==> src/rtl/his_acq_sequencer_if.sv <==
// Sequencer data-path bundle: TDC event input, histogram write port and
// peak-detector result. The master side is the sequencer.
interface his_acq_sequencer_if #(
    parameter int NP = 10,
    parameter int NB = 5
);
    logic          tdcValid;
    logic [NP-1:0] tdcData;
    logic          tdcReady;
    logic          wrEn;
    logic [NP-1:0] data;
    logic          hisNum;
    logic          acqFinish;
    logic          peakDone;
    logic [NB-1:0] peak;

    modport master (
        input  tdcValid, tdcData, peakDone, peak,
        output tdcReady, wrEn, data, hisNum, acqFinish
    );

    modport slave (
        output tdcValid, tdcData, peakDone, peak,
        input  tdcReady, wrEn, data, hisNum, acqFinish
    );
endinterface

==> src/rtl/his_acq_sequencer.sv <==
// Two-pass histogram acquisition sequencer: a coarse pass, then a fine pass,
// each collecting SHOTS non-zero TDC codes and then waiting for the peak
// detector (bounded by TIMEOUT cycles).
module his_acq_sequencer #(
    parameter int NP      = 10,
    parameter int NB      = 5,
    parameter int SHOTS   = 16,
    parameter int TIMEOUT = 64
) (
    input  logic                clk,
    input  logic                res,
    input  logic                start,
    input  logic                abort,
    his_acq_sequencer_if.master bus,
    output logic [NB-1:0]       peakCH,
    output logic [NB-1:0]       peakFH,
    output logic                busy,
    output logic                frameValid,
    output logic                timeoutErr
);

    typedef enum logic [2:0] {
        IDLE,
        ACQ_CH,
        WAIT_CH,
        ACQ_FH,
        WAIT_FH,
        DONE
    } state_t;

    localparam logic [15:0] SHOTS_C   = 16'(SHOTS);
    localparam logic [15:0] TIMEOUT_C = 16'(TIMEOUT);

    state_t        state_q;
    logic [15:0]   shot_cnt_q;
    logic [15:0]   wait_cnt_q;
    logic          wr_en_q;
    logic [NP-1:0] data_q;
    logic          his_num_q;
    logic          last_wr_q;
    logic          acq_finish_q;
    logic          timeout_err_q;
    logic [NB-1:0] peak_ch_q;
    logic [NB-1:0] peak_fh_q;

    logic          in_acq;
    logic          event_hit;
    logic [15:0]   shot_cnt_d;
    logic [15:0]   wait_cnt_d;
    logic          last_shot;
    logic          timeout_hit;

    // Event qualification and saturating counter increments
    always_comb begin
        in_acq      = (state_q == ACQ_CH) || (state_q == ACQ_FH);
        event_hit   = in_acq && bus.tdcValid && (bus.tdcData != '0);
        shot_cnt_d  = (shot_cnt_q == '1) ? shot_cnt_q : shot_cnt_q + 16'd1;
        wait_cnt_d  = (wait_cnt_q == '1) ? wait_cnt_q : wait_cnt_q + 16'd1;
        last_shot   = event_hit && (shot_cnt_d == SHOTS_C);
        timeout_hit = (wait_cnt_d == TIMEOUT_C);
    end

    // Sequencer FSM with registered outputs; abort overrides every state
    always_ff @(posedge clk or negedge res) begin
        if (!res) begin
            state_q       <= IDLE;
            shot_cnt_q    <= '0;
            wait_cnt_q    <= '0;
            wr_en_q       <= 1'b0;
            data_q        <= '0;
            his_num_q     <= 1'b0;
            last_wr_q     <= 1'b0;
            acq_finish_q  <= 1'b0;
            timeout_err_q <= 1'b0;
            peak_ch_q     <= '0;
            peak_fh_q     <= '0;
        end else begin
            wr_en_q      <= 1'b0;
            last_wr_q    <= 1'b0;
            // acqFinish trails the final write strobe by one cycle
            acq_finish_q <= last_wr_q;
            if (abort) begin
                state_q      <= IDLE;
                his_num_q    <= 1'b0;
                acq_finish_q <= 1'b0;
            end else begin
                case (state_q)
                    IDLE: begin
                        if (start) begin
                            state_q       <= ACQ_CH;
                            his_num_q     <= 1'b0;
                            shot_cnt_q    <= '0;
                            timeout_err_q <= 1'b0;
                        end
                    end
                    ACQ_CH, ACQ_FH: begin
                        if (event_hit) begin
                            wr_en_q    <= 1'b1;
                            data_q     <= bus.tdcData;
                            shot_cnt_q <= shot_cnt_d;
                            if (last_shot) begin
                                last_wr_q  <= 1'b1;
                                wait_cnt_q <= '0;
                                state_q    <= (state_q == ACQ_CH) ? WAIT_CH : WAIT_FH;
                            end
                        end
                    end
                    WAIT_CH: begin
                        wait_cnt_q <= wait_cnt_d;
                        if (bus.peakDone) begin
                            peak_ch_q  <= bus.peak;
                            state_q    <= ACQ_FH;
                            his_num_q  <= 1'b1;
                            shot_cnt_q <= '0;
                        end else if (timeout_hit) begin
                            timeout_err_q <= 1'b1;
                            state_q       <= IDLE;
                            his_num_q     <= 1'b0;
                        end
                    end
                    WAIT_FH: begin
                        wait_cnt_q <= wait_cnt_d;
                        if (bus.peakDone) begin
                            peak_fh_q <= bus.peak;
                            state_q   <= DONE;
                            his_num_q <= 1'b0;
                        end else if (timeout_hit) begin
                            timeout_err_q <= 1'b1;
                            state_q       <= IDLE;
                            his_num_q     <= 1'b0;
                        end
                    end
                    DONE: begin
                        state_q   <= IDLE;
                        his_num_q <= 1'b0;
                    end
                    default: state_q <= IDLE;
                endcase
            end
        end
    end

    assign bus.tdcReady  = in_acq;
    assign bus.wrEn      = wr_en_q;
    assign bus.data      = data_q;
    assign bus.hisNum    = his_num_q;
    assign bus.acqFinish = acq_finish_q;
    assign peakCH        = peak_ch_q;
    assign peakFH        = peak_fh_q;
    assign busy          = (state_q != IDLE);
    assign frameValid    = (state_q == DONE);
    assign timeoutErr    = timeout_err_q;

endmodule

==> src/flat_wrapper.sv <==
// flat-port wrapper written by rule: the top's interface ports become plain ports
module his_acq_sequencer_flat 
#(
    parameter int NP      = 10,
    parameter int NB      = 5,
    parameter int SHOTS   = 16,
    parameter int TIMEOUT = 64
)
  (clk, res, start, abort, peakCH, peakFH, busy, frameValid, timeoutErr, bus_tdcValid, bus_tdcData, bus_peakDone, bus_peak, bus_tdcReady, bus_wrEn, bus_data, bus_hisNum, bus_acqFinish);
  his_acq_sequencer_if #(.NP(NP), .NB(NB)) bus_i ();
  input  logic clk;
  input  logic res;
  input  logic start;
  input  logic abort;
  output logic [NB-1:0] peakCH;
  output logic [NB-1:0] peakFH;
  output logic busy;
  output logic frameValid;
  output logic timeoutErr;
  input wire logic [$bits(bus_i.tdcValid)-1:0] bus_tdcValid;
  input wire logic [$bits(bus_i.tdcData)-1:0] bus_tdcData;
  input wire logic [$bits(bus_i.peakDone)-1:0] bus_peakDone;
  input wire logic [$bits(bus_i.peak)-1:0] bus_peak;
  output wire logic [$bits(bus_i.tdcReady)-1:0] bus_tdcReady;
  output wire logic [$bits(bus_i.wrEn)-1:0] bus_wrEn;
  output wire logic [$bits(bus_i.data)-1:0] bus_data;
  output wire logic [$bits(bus_i.hisNum)-1:0] bus_hisNum;
  output wire logic [$bits(bus_i.acqFinish)-1:0] bus_acqFinish;
  assign bus_i.tdcValid = bus_tdcValid;
  assign bus_i.tdcData = bus_tdcData;
  assign bus_i.peakDone = bus_peakDone;
  assign bus_i.peak = bus_peak;
  assign bus_tdcReady = bus_i.tdcReady;
  assign bus_wrEn = bus_i.wrEn;
  assign bus_data = bus_i.data;
  assign bus_hisNum = bus_i.hisNum;
  assign bus_acqFinish = bus_i.acqFinish;
  his_acq_sequencer #(.NP(NP), .NB(NB), .SHOTS(SHOTS), .TIMEOUT(TIMEOUT)) u_core (.clk(clk), .res(res), .start(start), .abort(abort), .bus(bus_i), .peakCH(peakCH), .peakFH(peakFH), .busy(busy), .frameValid(frameValid), .timeoutErr(timeoutErr));
endmodule
==> config.mk <==
export PLATFORM = sky130hd
export DESIGN_NAME = his_acq_sequencer_flat
export DESIGN_NICKNAME = d
export VERILOG_FILES = /design/src/rtl/his_acq_sequencer_if.sv /design/src/rtl/his_acq_sequencer.sv /design/src/flat_wrapper.sv
export SDC_FILE = /design/constraint.sdc
export NUM_CORES = 1
export LEC_CHECK = 0
export BUFFER_PORTS_ARGS = -buffer_cell sky130_fd_sc_hd__buf_2
export CORE_MARGIN = 2
export CORE_UTILIZATION = 45
export DETAILED_ROUTE_END_ITERATION = 10
export GPL_TIMING_DRIVEN = 0
export PLACE_DENSITY_LB_ADDON = 0.12
export SYNTH_ARGS = -nofsm -noshare
export SYNTH_HDL_FRONTEND = slang
export SYNTH_SLANG_ARGS = --single-unit
==> constraint.sdc <==
create_clock -name clk -period 3.4 [get_ports clk]
set_input_delay 0.17 -clock clk [delete_from_list [all_inputs] [get_ports clk]]
set_output_delay 0.17 -clock clk [all_outputs]
set_load 0.01 [all_outputs]
== Yosys cells after proc, flatten, opt, wreduce, memory -nomap -nowiden ==
Index checks and enable logic that the tools add are counted.

* $add $sub $neg: 2
* $mul: 0
* Div/mod/pow operators: 0
* $lt $le $gt $ge: 0
* Eq/ne operators: 18
* Shift operators: 0
* Mux-type cells: 35
* Bitwise operators: 1
* Reductions and logical operators: 21

{| class="wikitable"
|+ Operator list
! operator !! count
|-
| 2-to-1 mux 16 bit || 7
|-
| case mux 16 bit (3 select lines) || 1
|-
| adder 16 x 1 -> 16 bit (second input constant) || 2
|-
| == test 16 bit (second input constant) || 2
|-
| case mux 16 bit (2 select lines) || 1
|-
| 2-to-1 mux 3 bit || 8
|-
| == test 16 x 5 -> 1 bit (second input constant) || 1
|-
| == test 16 x 7 -> 1 bit (second input constant) || 1
|-
| 2-to-1 mux 1 bit || 15
|-
| case mux 3 bit (4 select lines) || 1
|-
| AND reduction 3 bit || 4
|-
| AND reduction 5 bit || 2
|-
| nonzero test 10 bit || 1
|-
| == test 3 x 2 -> 1 bit (second input constant) || 2
|-
| == test 3 bit (second input constant) || 2
|-
| inequality test 2 x 1 -> 1 bit (second input constant) || 3
|-
| inequality test 2 bit (second input constant) || 3
|-
| inequality test 3 x 2 -> 1 bit (second input constant) || 2
|-
| nonzero test 3 bit || 2
|-
| nonzero test 5 bit || 1
|-
| case mux 1 bit (4 select lines) || 1
|-
| AND reduction 4 bit || 1
|-
| nonzero test 2 bit || 2
|-
| OR reduction 2 bit || 2
|-
| 8 further kinds || 10
|}

* Bits in registers: 60
* Latch bits: 0
* Bits in writable memories: 0
* Memory bits (read-only): 0
* Bits of input ports: 21
* Output and inout bits: 27
* Logic and storage cells: 88
* Memories: 0

== Depth between registers and ports, before layout ==
Gate-level depths: netlist (run 1).

* Word-level depth: 9
* Mapped depth: 10
* Depth with buffers taken out: 8

== Worst setup path after synthesis (run 1) ==
No wires, ideal clock.

* Path type: register to register
* Start point: register u_core.shot_cnt_q[0]
* End point: register u_core.wait_cnt_q[0]
* Arrival time: 2205 ps
* Data required time: 3267 ps
* Slack: 1061 ps
* Cell stages (with the launch flop): 10
* Buffers on the path: 1
* Period minus slack after synthesis: 2339 ps
* Cell sequence: dfrtp_1 ha_1 buf_2 nand4_2 nor4_2 or3_1 a2111oi_4 nand4_4 a21boi_4 a31oi_1

* Cells in the longest elaborated chain, start to end: 6
* Elaborated cells between the ends (all ways): 7
* Classes of those cells: add/sub: 1; eq/ne: 3; mux: 1; reduce/logical: 2

{| class="wikitable"
|+ RTL lines
! item !! line !! RTL
|-
| from (decl) || his_acq_sequencer.sv:35 || <nowiki>logic [15:0] shot_cnt_q;</nowiki>
|-
| from (signal assigned) || his_acq_sequencer.sv:100 || <nowiki>shot_cnt_q <= shot_cnt_d;</nowiki>
|-
| adder 16 x 1 -> 16 bit / == test 16 bit (equally long branches) || his_acq_sequencer.sv:57 || <nowiki>shot_cnt_d = (shot_cnt_q == '1) ? shot_cnt_q : shot_cnt_q + 16'd1;</nowiki>
|-
| 2-to-1 mux 16 bit * || his_acq_sequencer.sv:57 ||
|-
| == test 16 x 5 -> 1 bit * || his_acq_sequencer.sv:59 || <nowiki>last_shot = event_hit && (shot_cnt_d == SHOTS_C);</nowiki>
|-
| logical AND 1 bit * || his_acq_sequencer.sv:59 ||
|-
| inequality test 2 x 1 -> 1 bit (no line) * || -- ||
|-
| AND reduction 4 bit (no line) * || -- ||
|-
| to (signal assigned) || his_acq_sequencer.sv:109 || <nowiki>wait_cnt_q <= wait_cnt_d;</nowiki>
|-
| to (signal assigned) || his_acq_sequencer.sv:122 || <nowiki>wait_cnt_q <= wait_cnt_d;</nowiki>
|-
| to (decl) || his_acq_sequencer.sv:36 || <nowiki>logic [15:0] wait_cnt_q;</nowiki>
|}

Every way passes the cells marked *; elsewhere a longest branch is shown, timed or not.
A chain may end at the register's enable or synchronous reset.

== Final worst setup path (run 1) ==
* Start point: register u_core.wait_cnt_q[0]
* End point: register u_core.state_q[1]

* Cells in the longest elaborated chain, start to end: 7
* Elaborated cells between the ends (all ways): 9
* Classes of those cells: add/sub: 1; eq/ne: 2; mux: 6

{| class="wikitable"
|+ RTL lines
! item !! line !! RTL
|-
| adder 16 x 1 -> 16 bit / == test 16 bit (equally long branches) || his_acq_sequencer.sv:58 || <nowiki>wait_cnt_d = (wait_cnt_q == '1) ? wait_cnt_q : wait_cnt_q + 16'd1;</nowiki>
|-
| 2-to-1 mux 16 bit * || his_acq_sequencer.sv:58 ||
|-
| == test 16 x 7 -> 1 bit * || his_acq_sequencer.sv:60 || <nowiki>timeout_hit = (wait_cnt_d == TIMEOUT_C);</nowiki>
|-
| 2-to-1 mux 3 bit * || -- ||
|-
| 2-to-1 mux 3 bit (on tied branches) || -- ||
|-
| case mux 3 bit (4 select lines) * || -- ||
|-
| 2-to-1 mux 3 bit * || -- ||
|-
| to (signal assigned) || his_acq_sequencer.sv:104 || <nowiki>state_q <= (state_q == ACQ_CH) ? WAIT_CH : WAIT_FH;</nowiki>
|-
| to (decl) || his_acq_sequencer.sv:34 || <nowiki>state_t state_q;</nowiki>
|}

Marked as above.

==> results of run 1 <==
==> sequential cells by signal, summed over array words and instances, names as in the netlist, 3 cells and up <==
register and count:
u_core.shot_cnt_q 16, u_core.wait_cnt_q 16, u_core.bus.data 10, u_core.peakCH 5, u_core.peakFH 5, u_core.state_q 3
==> worst paths after layout <==
| check | to | slack, ns | cells after the start |
|---|---|---|---|
| min | u_core.bus.data[7] | 0.03 | 3 |
| min reg2reg | u_core.bus.data[3] | 0.47 | 2 |
| max | u_core.state_q[1] | 0.57 | 8 |
| min in group asynchronous | u_core.shot_cnt_q[0] | 0.40 | 2 |
| max in group asynchronous | u_core.state_q[0] | 2.38 | 3 |
| max reg2reg | u_core.state_q[1] | 0.57 | 8 |
==> cells by family after synthesis <==
| kind of cell | synth area share (%) |
|---|---|
| XOR/XNOR | 2.02 |
| AND/OR/NAND/NOR | 28.2 |
| adder cells (fa/ha/maj) | 0.641 |
| multiplexers | 3.14 |
| buffers and inverters | 6.31 |
| flip-flops | 38.4 |
| AO/OA/AOI/OAI | 21.2 |
==> Yosys cell counts (5+ instances only) <==
master	number	share of area, %
sky130_fd_sc_hd__buf_2	14	1.8
sky130_fd_sc_hd__nand2_1	64	6.2
sky130_fd_sc_hd__nor3_1	13	1.7
sky130_fd_sc_hd__dfrtp_1	60	38
sky130_fd_sc_hd__a21oi_1	37	4.7
sky130_fd_sc_hd__nor2_1	29	2.8
sky130_fd_sc_hd__xnor2_1	8	1.8
sky130_fd_sc_hd__mux2_2	10	2.9
sky130_fd_sc_hd__inv_1	12	1.2
sky130_fd_sc_hd__nand4_2	5	1.6
sky130_fd_sc_hd__nand3_1	23	2.9
sky130_fd_sc_hd__nand4_1	14	2.2
sky130_fd_sc_hd__a31oi_1	10	1.6
sky130_fd_sc_hd__or4_1	5	0.96
sky130_fd_sc_hd__o21ai_0	22	2.8
sky130_fd_sc_hd__and3_1	10	1.6
sky130_fd_sc_hd__a41oi_1	5	1.1
sky130_fd_sc_hd__and4_1	7	1.6
sky130_fd_sc_hd__clkbuf_1	16	1.5
==> cell type report <==
type,instances,area share (%)
Sequential cell,60,33.2
Tap cell,105,2.91
Buffer,39,4.38
Timing Repair Buffer,49,5.87
Clock buffer,10,2.82
Clock inverter,6,1.97
Inverter,13,1.08
Multi-Input combinational cell,342,47.7
==> routing by layer <==
metal	GRT usage, %	vias up
li1	-	1780
met1	31.9	1706
met2	31.5	133
met3	3.31	9
met4	7.15	0
met5	0	-
==> through the flow <==
step / instance area (um2) / hold WS, ns / instances / setup slack (ns) / power [mW]
2_1_floorplan: 3910 / -0.126 / 454 / 1.06 / 1.10
3_3_place_gp: 4270 / 0.377 / 606 / 0.679 / 1.22
3_5_place_dp: 4290 / 0.255 / 607 / 0.638 / 1.23
4_1_cts: 4520 / 0.0137 / 624 / 0.582 / 1.95
5_1_grt: 4520 / 0.0265 / 624 / 0.334 / 2.05
6_report: 4520 / 0.0250 / 624 / 0.575 / 1.94
==> worst max-delay path, stage by stage (launching register included) <==
cell	delay, ns
sky130_fd_sc_hd__dfrtp_1	0.46
sky130_fd_sc_hd__ha_1	0.33
sky130_fd_sc_hd__nand4_2	0.26
sky130_fd_sc_hd__nor4_2	0.54
sky130_fd_sc_hd__xnor2_1	0.20
sky130_fd_sc_hd__nand2_1	0.09
sky130_fd_sc_hd__a2111oi_2	0.28
sky130_fd_sc_hd__and4b_1	0.36
sky130_fd_sc_hd__o221ai_1	0.16
==> power groups by stage <==
| stage | Sequential, mW | Clock [mW] | Combinational [mW] |
|---|---|---|---|
| after floorplan | 0.860 | 0 | 0.236 |
| after global placement | 0.851 | 0 | 0.365 |
| after detailed placement | 0.855 | 0 | 0.372 |
| after CTS | 0.840 | 0.737 | 0.375 |
| after global routing | 0.855 | 0.774 | 0.417 |
| final | 0.842 | 0.723 | 0.374 |
==> qor.yml, run 1 <==
worst_setup_path:
  reg2reg_from: "u_core.wait_cnt_q[0]"
  critPathKind: "reg -> reg"
  worst_ep_required_time_ns: 3.61
  worst_ep_arrival_time_ns: 3.03
  crit_fanout: 7
  worstSetupStartpointType: "flop"
  worstSetupEndpointType: "flop"
  critical_path.startpoint: "u_core.wait_cnt_q[0]"
power_and_ir_drop:
  power.density_cell_area_mw_per_mm2: 429
  power.combinational.fraction_pct: 19.3
  cell_internal_pwr_mw: 1.35
  vdd.ir_drop.worst_uv: 200
  sequential_fraction_of_design_power_pct: 43.4
  power_switching_share_pct: 30.5
  leakage_power_figure_nw: 2.06
  clock_share_of_power_pct: 37.3
  power.switching_mw: 0.592
drt:
  detail_route.wirelength_mm: 9.93
  vias: 3628
  highest_layer: "met4"
  route.detailed.drc: 0
  postRouteAntennaNets: 0
  avgViaCountPerCell: 5.81
  met3_length_um: 617
  m1WireLength_mm: 4.91
  wl_met2_mm: 4.30
  post_dr_wirelength_cell_um: 15.9
  pre_antenna_drt_iters: 4
  drt_first_iter_violations: 275
clock_network:
  ctsLongestPathBuffers: 2
  clock_insertion_delay_worst_skew_ns: 0.35
  cts_tree: "done"
  cts_post_setup_buffers_inserted: 0
  clock-sinks: 60
  numCtsBuffers: 9
  cts.reportedPaths.clkPinSlew_ns: 0.07
  post_cts.resized_instances: 0
  clockRootBuffer: "sky130_fd_sc_hd__clkbuf_8"
  cts-htree-levels: 3
  holdBufCountCts: 1
global_routing:
  grt_util_all_layers_pct: 21.3
  grt_first_pass_wirelength_mm: 16.6
  grt_remaining_overflow: 0
  antenna_found_initial: 0
  largest_net_degree_at_the_start_of_global_routing: 33
  number_of_global_route_vias_before_repair: 3298
timing:
  timing_max_transition_violations_final: 0
  grt_setup_unrepaired: "false"
  setup_violations: 0
  max_clock_freq_mhz: 354
  max_slew_margin_pct: 54.3
  timing.final.crit_period_ns: 2.83
  worst_slew_pin_slew_ns: 0.686
  totalNegativeSetupSlack_ns: 0
  clock-skew-final_ns: 0.0110
  hold_viol_final: 0
  final.period_utilization_pct: 83.1
floorplan:
  die_width_um: 97.2
  total_die_area_mm2: 0.00944
  initial_core_util_pct: 47.1
  io-pin-count: 48
  die_h_um: 97.2
  coreArea_mm2: 0.00830
  placement_rows: 33
yosys:
  synth_sequential_area_ratio_pct: 38.4
  dominantRegCellSynth: "sky130_fd_sc_hd__dfrtp_1"
  synth-edff-count: 0
  synthesis.yosys.warnings: 0
  syn-num-nets: 477
  async_flop_share_pct: 100
  postSynthCellCount: 454
  cell_area_synth_mm2: 0.00390
  postSynthRegisterBits: 60
  synth_cell_types: 71
  syn-mean-instance-area_um2: 8.60
layout:
  sequential_cell_area_mm2: 0.00150
  mostFrequentLayoutCell: "sky130_fd_sc_hd__nand2_1"
  nets: 537
  multi_input_gate_area_mm2: 0.00216
  final.fill_count: 767
  diodes: 0
  drive_above_1_share_pct: 23.1
  layout.cells.most_common_list: "64 x sky130_fd_sc_hd__nand2_1, 61 x sky130_fd_sc_hd__buf_2, 60 x sky130_fd_sc_hd__dfrtp_1, 37 x sky130_fd_sc_hd__a21oi_1, 29 x sky130_fd_sc_hd__nor2_1"
  post_route_core_utilization_pct: 54.4
  layout-area-overhead-vs-synth_pct: 15.7
placement:
  gp_routability_congestion: 0.891
  io_buffer_count: 47
  detailedPlacementHpwl_mm: 6.96
run_status:
  status: "completed"
flow_run:
  max_capacitance_violation_count: 0
hold_path:
  min_path_type: "in -> reg"
  min_from: "bus_tdcData[7]"
Power figures use the tool's default switching activity.
==> inputs of run 2 (changes only) <==
--- a/config.mk
+++ b/config.mk
@@ -5,6 +5,7 @@
 export SDC_FILE = /design/constraint.sdc
 export NUM_CORES = 1
 export LEC_CHECK = 0
+export ABC_AREA = 1
 export BUFFER_PORTS_ARGS = -buffer_cell sky130_fd_sc_hd__buf_2
 export CORE_MARGIN = 2
 export CORE_UTILIZATION = 45
==> constraint.sdc (replaced) <==
create_clock -name clk -period 2.45 [get_ports clk]
set_input_delay 0.1225 -clock clk [delete_from_list [all_inputs] [get_ports clk]]
set_output_delay 0.1225 -clock clk [all_outputs]
set_load 0.01 [all_outputs]
==> run 2 against run 1 <==
  * First-iteration DRC count up 19%
  * Design area grew 2.2%
  * Clock-buffer cell count fell by 1
  * Sequential power increased by 59%
  * Combinational power grew to 3.3 times the previous value
  * Cell count grew 19%
  * Critical path depth grew 8
  * Synthesized area fell by 0.54%
  * Setup slack worse by 0.39 ns
  * Register-to-register slack got worse by 0.39 ns
  * Global-route usage increased by 0.11 points
==> qor.yml, run 2 <==
global_routing:
  grt_util_all_layers_pct: 21.5  # was 21.3%
  number_of_global_route_vias_before_repair: 3554  # was 3298
  largest_net_degree_at_the_start_of_global_routing: 61  # was 33
  grt_first_pass_wirelength_mm: 16.8  # was 16.6 mm
  antenna_found_initial: 0  # unchanged
  grt_remaining_overflow: 0  # unchanged
layout:
  diodes: 0  # unchanged
  layout.cells.most_common_list: "175 x sky130_fd_sc_hd__nand2_1, 67 x sky130_fd_sc_hd__nor2_1, 62 x sky130_fd_sc_hd__inv_1, 57 x sky130_fd_sc_hd__dfrtp_1, 50 x sky130_fd_sc_hd__nand3_1"  # was 64 x sky130_fd_sc_hd__nand2_1, 61 x sky130_fd_sc_hd__buf_2, 60 x sky130_fd_sc_hd__dfrtp_1, 37 x sky130_fd_sc_hd__a21oi_1, 29 x sky130_fd_sc_hd__nor2_1
  layout-area-overhead-vs-synth_pct: 18.9  # was 15.7%
  final_cells: 744  # was 624
  drive_above_1_share_pct: 19.6  # was 23.1%
  nets: 657  # was 537
  mostFrequentLayoutCell: "sky130_fd_sc_hd__nand2_1"  # unchanged
  final.fill_count: 799  # was 767
  post_route_core_utilization_pct: 55.6  # was 54.4%
worst_setup_path:
  worstReg2RegEnd: "u_core.wait_cnt_q[10]"  # was u_core.state_q[1]
  worstSetupStartpointType: "flop"  # unchanged
  worst_ep_required_time_ns: 2.68  # was 3.61 ns
  critical-path-slowest-cell: "sky130_fd_sc_hd__dfrtp_2"  # was sky130_fd_sc_hd__nor4_2
  timing.critical_path.depth: 16  # was 8
  path_buf_inv: 2  # was 0
  crit_top_cell: "sky130_fd_sc_hd__nand2_4"
  max_stage_delay_ns: 0.45  # was 0.54 ns
  worst_ep_arrival_time_ns: 2.49  # was 3.03 ns
  critical_path.cell_chain: "ha_4 > nand2_2 > nor2_4 > nand2_4 > inv_4 > nand2_8 > nand3_1 > nor2_1 > nand3_2 > nor2_4 > nand2_4 > nand2_8 > nand2_4 > buf_12 > nand2_2 > nand2_1"  # was ha_1 > nand4_2 > nor4_2 > xnor2_1 > nand2_1 > a2111oi_2 > and4b_1 > o221ai_1
  crit_fanout: 10  # was 7
  rrSetupSlack_ns: 0.19  # was 0.57 ns
  reg2reg_depth: 16  # was 8
  timing.critical_path.max_delay_family: "simple AND/OR/NAND/NOR gates"  # unchanged
  worstSetupEndpointType: "flop"  # unchanged
  critPathKind: "reg -> reg"  # unchanged
  reg2reg_from: "u_core.shot_cnt_q[0]"  # was u_core.wait_cnt_q[0]
  critical_path.startpoint: "u_core.shot_cnt_q[0]"  # was u_core.wait_cnt_q[0]
clock_network:
  numCtsBuffers: 9  # unchanged
  cts-htree-levels: 3  # unchanged
  clock-sinks: 60  # unchanged
  clockRootBuffer: "sky130_fd_sc_hd__clkbuf_8"  # unchanged
  cts.reportedPaths.clkPinSlew_ns: 0.08  # was 0.07 ns
  ctsLongestPathBuffers: 2  # unchanged
  cts_tree: "done"  # unchanged
  clock_insertion_delay_worst_skew_ns: 0.34  # was 0.35 ns
yosys:
  post-synth-top-area-fraction_pct: 38.7  # was 38.4%
  postSynthCellCount: 565  # was 454
  async_flop_share_pct: 100  # unchanged
  yosys-top-cells-count: "176 x sky130_fd_sc_hd__nand2_1, 70 x sky130_fd_sc_hd__nor2_1, 62 x sky130_fd_sc_hd__inv_1"  # was 64 x sky130_fd_sc_hd__nand2_1, 60 x sky130_fd_sc_hd__dfrtp_1, 37 x sky130_fd_sc_hd__a21oi_1
  cell_area_synth_mm2: 0.00388  # was 0.00390 mm2
  synth_largest_area_cell: "sky130_fd_sc_hd__dfrtp_1"  # unchanged
  syn-num-nets: 588  # was 477
  postSynthRegisterBits: 60  # unchanged
  synthTopCellsByArea: "sky130_fd_sc_hd__dfrtp_1 39%, sky130_fd_sc_hd__nand2_1 17%, sky130_fd_sc_hd__nor2_1 6.8%"  # was sky130_fd_sc_hd__dfrtp_1 38%, sky130_fd_sc_hd__nand2_1 6.2%, sky130_fd_sc_hd__a21oi_1 4.7%
  synthesis.yosys.warnings: 0  # unchanged
  synth_sequential_area_ratio_pct: 38.7  # was 38.4%
  yosys.cell_count.top_type: "sky130_fd_sc_hd__nand2_1"  # unchanged
  synth_cell_types: 36  # was 71
  dominantRegCellSynth: "sky130_fd_sc_hd__dfrtp_1"  # unchanged
  syn-mean-instance-area_um2: 6.87  # was 8.60 um2
  synth-edff-count: 0  # unchanged
timing:
  setup_violations: 0  # unchanged
  clock-skew-final_ns: 0.00878  # was 0.0110 ns
  totalNegativeSetupSlack_ns: 0  # unchanged
  max_clock_freq_mhz: 442  # was 354 MHz
  hold_viol_final: 0  # unchanged
  max_slew_margin_pct: 49.1  # was 54.3%
  final.period_utilization_pct: 92.4  # was 83.1%
  hold_slack_ns: 0.0481  # was 0.0250 ns
  worst_slew_pin_slew_ns: 0.763  # was 0.686 ns
  timing.final.crit_period_ns: 2.26  # was 2.83 ns
  timing_max_transition_violations_final: 0  # unchanged
  grt_setup_unrepaired: "false"  # unchanged
drt:
  detail_route.wirelength_mm: 9.72  # was 9.93 mm
  avgViaCountPerCell: 5.06  # was 5.81
  met3_length_um: 507  # was 617 um
  pre_antenna_drt_iters: 5  # was 4
  drt_first_iter_violations: 326  # was 275
  m1WireLength_mm: 4.92  # was 4.91 mm
  wl_met2_mm: 4.18  # was 4.30 mm
  post_dr_wirelength_cell_um: 13.1  # was 15.9 um
  postRouteAntennaNets: 0  # unchanged
  route.detailed.drc: 0  # unchanged
  highest_layer: "met4"  # unchanged
  vias: 3764  # was 3628
hold_path:
  min_from: "bus_peak[1]"  # was bus_tdcData[7]
  min_path_cells: 3  # unchanged
  min_delay_worst_endpoint: "u_core.peakCH[1]"  # was u_core.bus.data[7]
  min_path_type: "in -> reg"  # unchanged
floorplan:
  die_h_um: 96.9  # was 97.2 um
  coreArea_mm2: 0.00830  # unchanged
  die_width_um: 96.9  # was 97.2 um
  io-pin-count: 48  # unchanged
  placement_rows: 33  # unchanged
  initial_core_util_pct: 46.8  # was 47.1%
  total_die_area_mm2: 0.00939  # was 0.00944 mm2
placement:
  gp_routability_congestion: 0.954  # was 0.891
  io_buffer_count: 46  # was 47
  detailedPlacementHpwl_mm: 6.97  # was 6.96 mm
  dp_cells: 716  # was 607
power_and_ir_drop:
  vdd.ir_drop.worst_uv: 586  # was 200 uV
  finalPower_mw: 3.37  # was 1.94 mW
  power.density_cell_area_mw_per_mm2: 731  # was 429 mW/mm2
  leakage_power_figure_nw: 2.25  # was 2.06 nW
run_status:
  status: "completed"  # unchanged
flow_run:
  max_capacitance_violation_count: 0  # unchanged
## run 2: layer usage
layer,vias to the layer above,global-route usage [%]
met5,-,0
met4,0,5.31
met3,11,4.84
met2,110,32.0
met1,1714,31.7
li1,1929,-
## run 2: worst reg2reg max path, cell delays in order, from the launching register on
cell	delay [ns]
sky130_fd_sc_hd__dfrtp_2	0.45
sky130_fd_sc_hd__ha_4	0.20
sky130_fd_sc_hd__nand2_2	0.09
sky130_fd_sc_hd__nor2_4	0.05
sky130_fd_sc_hd__nand2_4	0.10
sky130_fd_sc_hd__inv_4	0.06
sky130_fd_sc_hd__nand2_8	0.10
sky130_fd_sc_hd__nand3_1	0.13
sky130_fd_sc_hd__nor2_1	0.15
sky130_fd_sc_hd__nand3_2	0.14
sky130_fd_sc_hd__nor2_4	0.14
sky130_fd_sc_hd__nand2_4	0.08
sky130_fd_sc_hd__nand2_8	0.10
sky130_fd_sc_hd__nand2_4	0.09
sky130_fd_sc_hd__buf_12	0.17
sky130_fd_sc_hd__nand2_2	0.05
sky130_fd_sc_hd__nand2_1	0.04
## run 2: area by class of cell
cell class	instances	area [um2]	share of cell area [%]
multi-input cells	424	2120	45.9
clock inverters	7	52.6	1.14
clock buffers	9	124	2.68
plain buffers	12	75.1	1.63
well taps	105	131	2.84
flip-flops and latches	60	1510	32.6
repair buffers	58	350	7.59
inverters	69	262	5.66
## run 2: worst max-delay path by stage
stage	to	slack [ns]
after global placement	u_core.state_q[1]	0.02
after floorplan	u_core.wait_cnt_q[11]	0.37
after CTS	u_core.wait_cnt_q[10]	0.05
after detailed placement	u_core.state_q[1]	0.02
final	u_core.wait_cnt_q[10]	0.19
after global routing	u_core.wait_cnt_q[10]	0.008
## run 2: kinds of logic (layout without fill, tap and decap cells)
logic type | count (synthesis) | after routing | share of synthesized area, %
AOI/OAI and AO/OA | 50 | 50 | 7.47
xor gates and xnor gates | 10 | 10 | 2.26
DFF | 60 | 60 | 38.7
adders and majority gates | 2 | 2 | 0.644
buffers and inverters | 81 | 155 | 8.41
and+or+nand+nor | 362 | 362 | 42.6
## run 2: power breakdown
group	leakage (nW)	internal (mW)	switching [mW]	total [mW]
clock	0.0779	0.369	0.436	0.805
sequential	0.809	1.18	0.152	1.34
combinational	1.36	0.455	0.778	1.23
## run 2: stage by stage
| step | cell area, um2 | worst slack, ns |
|---|---|---|
| 2_1_floorplan | 3880 | 0.369 |
| 3_3_place_gp | 4250 | 0.0229 |
| 3_5_place_dp | 4250 | 0.0216 |
| 4_1_cts | 4540 | 0.0548 |
| 5_1_grt | 4620 | 0.00753 |
| 6_report | 4620 | 0.185 |
## run 2: what timing repair did
action | CTS | global route
resized for setup | 2 | 18
pin swaps | 0 | 2
endpoints found under the setup margin | 11 | 29
endpoints found under the hold margin | 70 | 0
hold buffers | 11 | 0
buffers inserted | 0 | 1
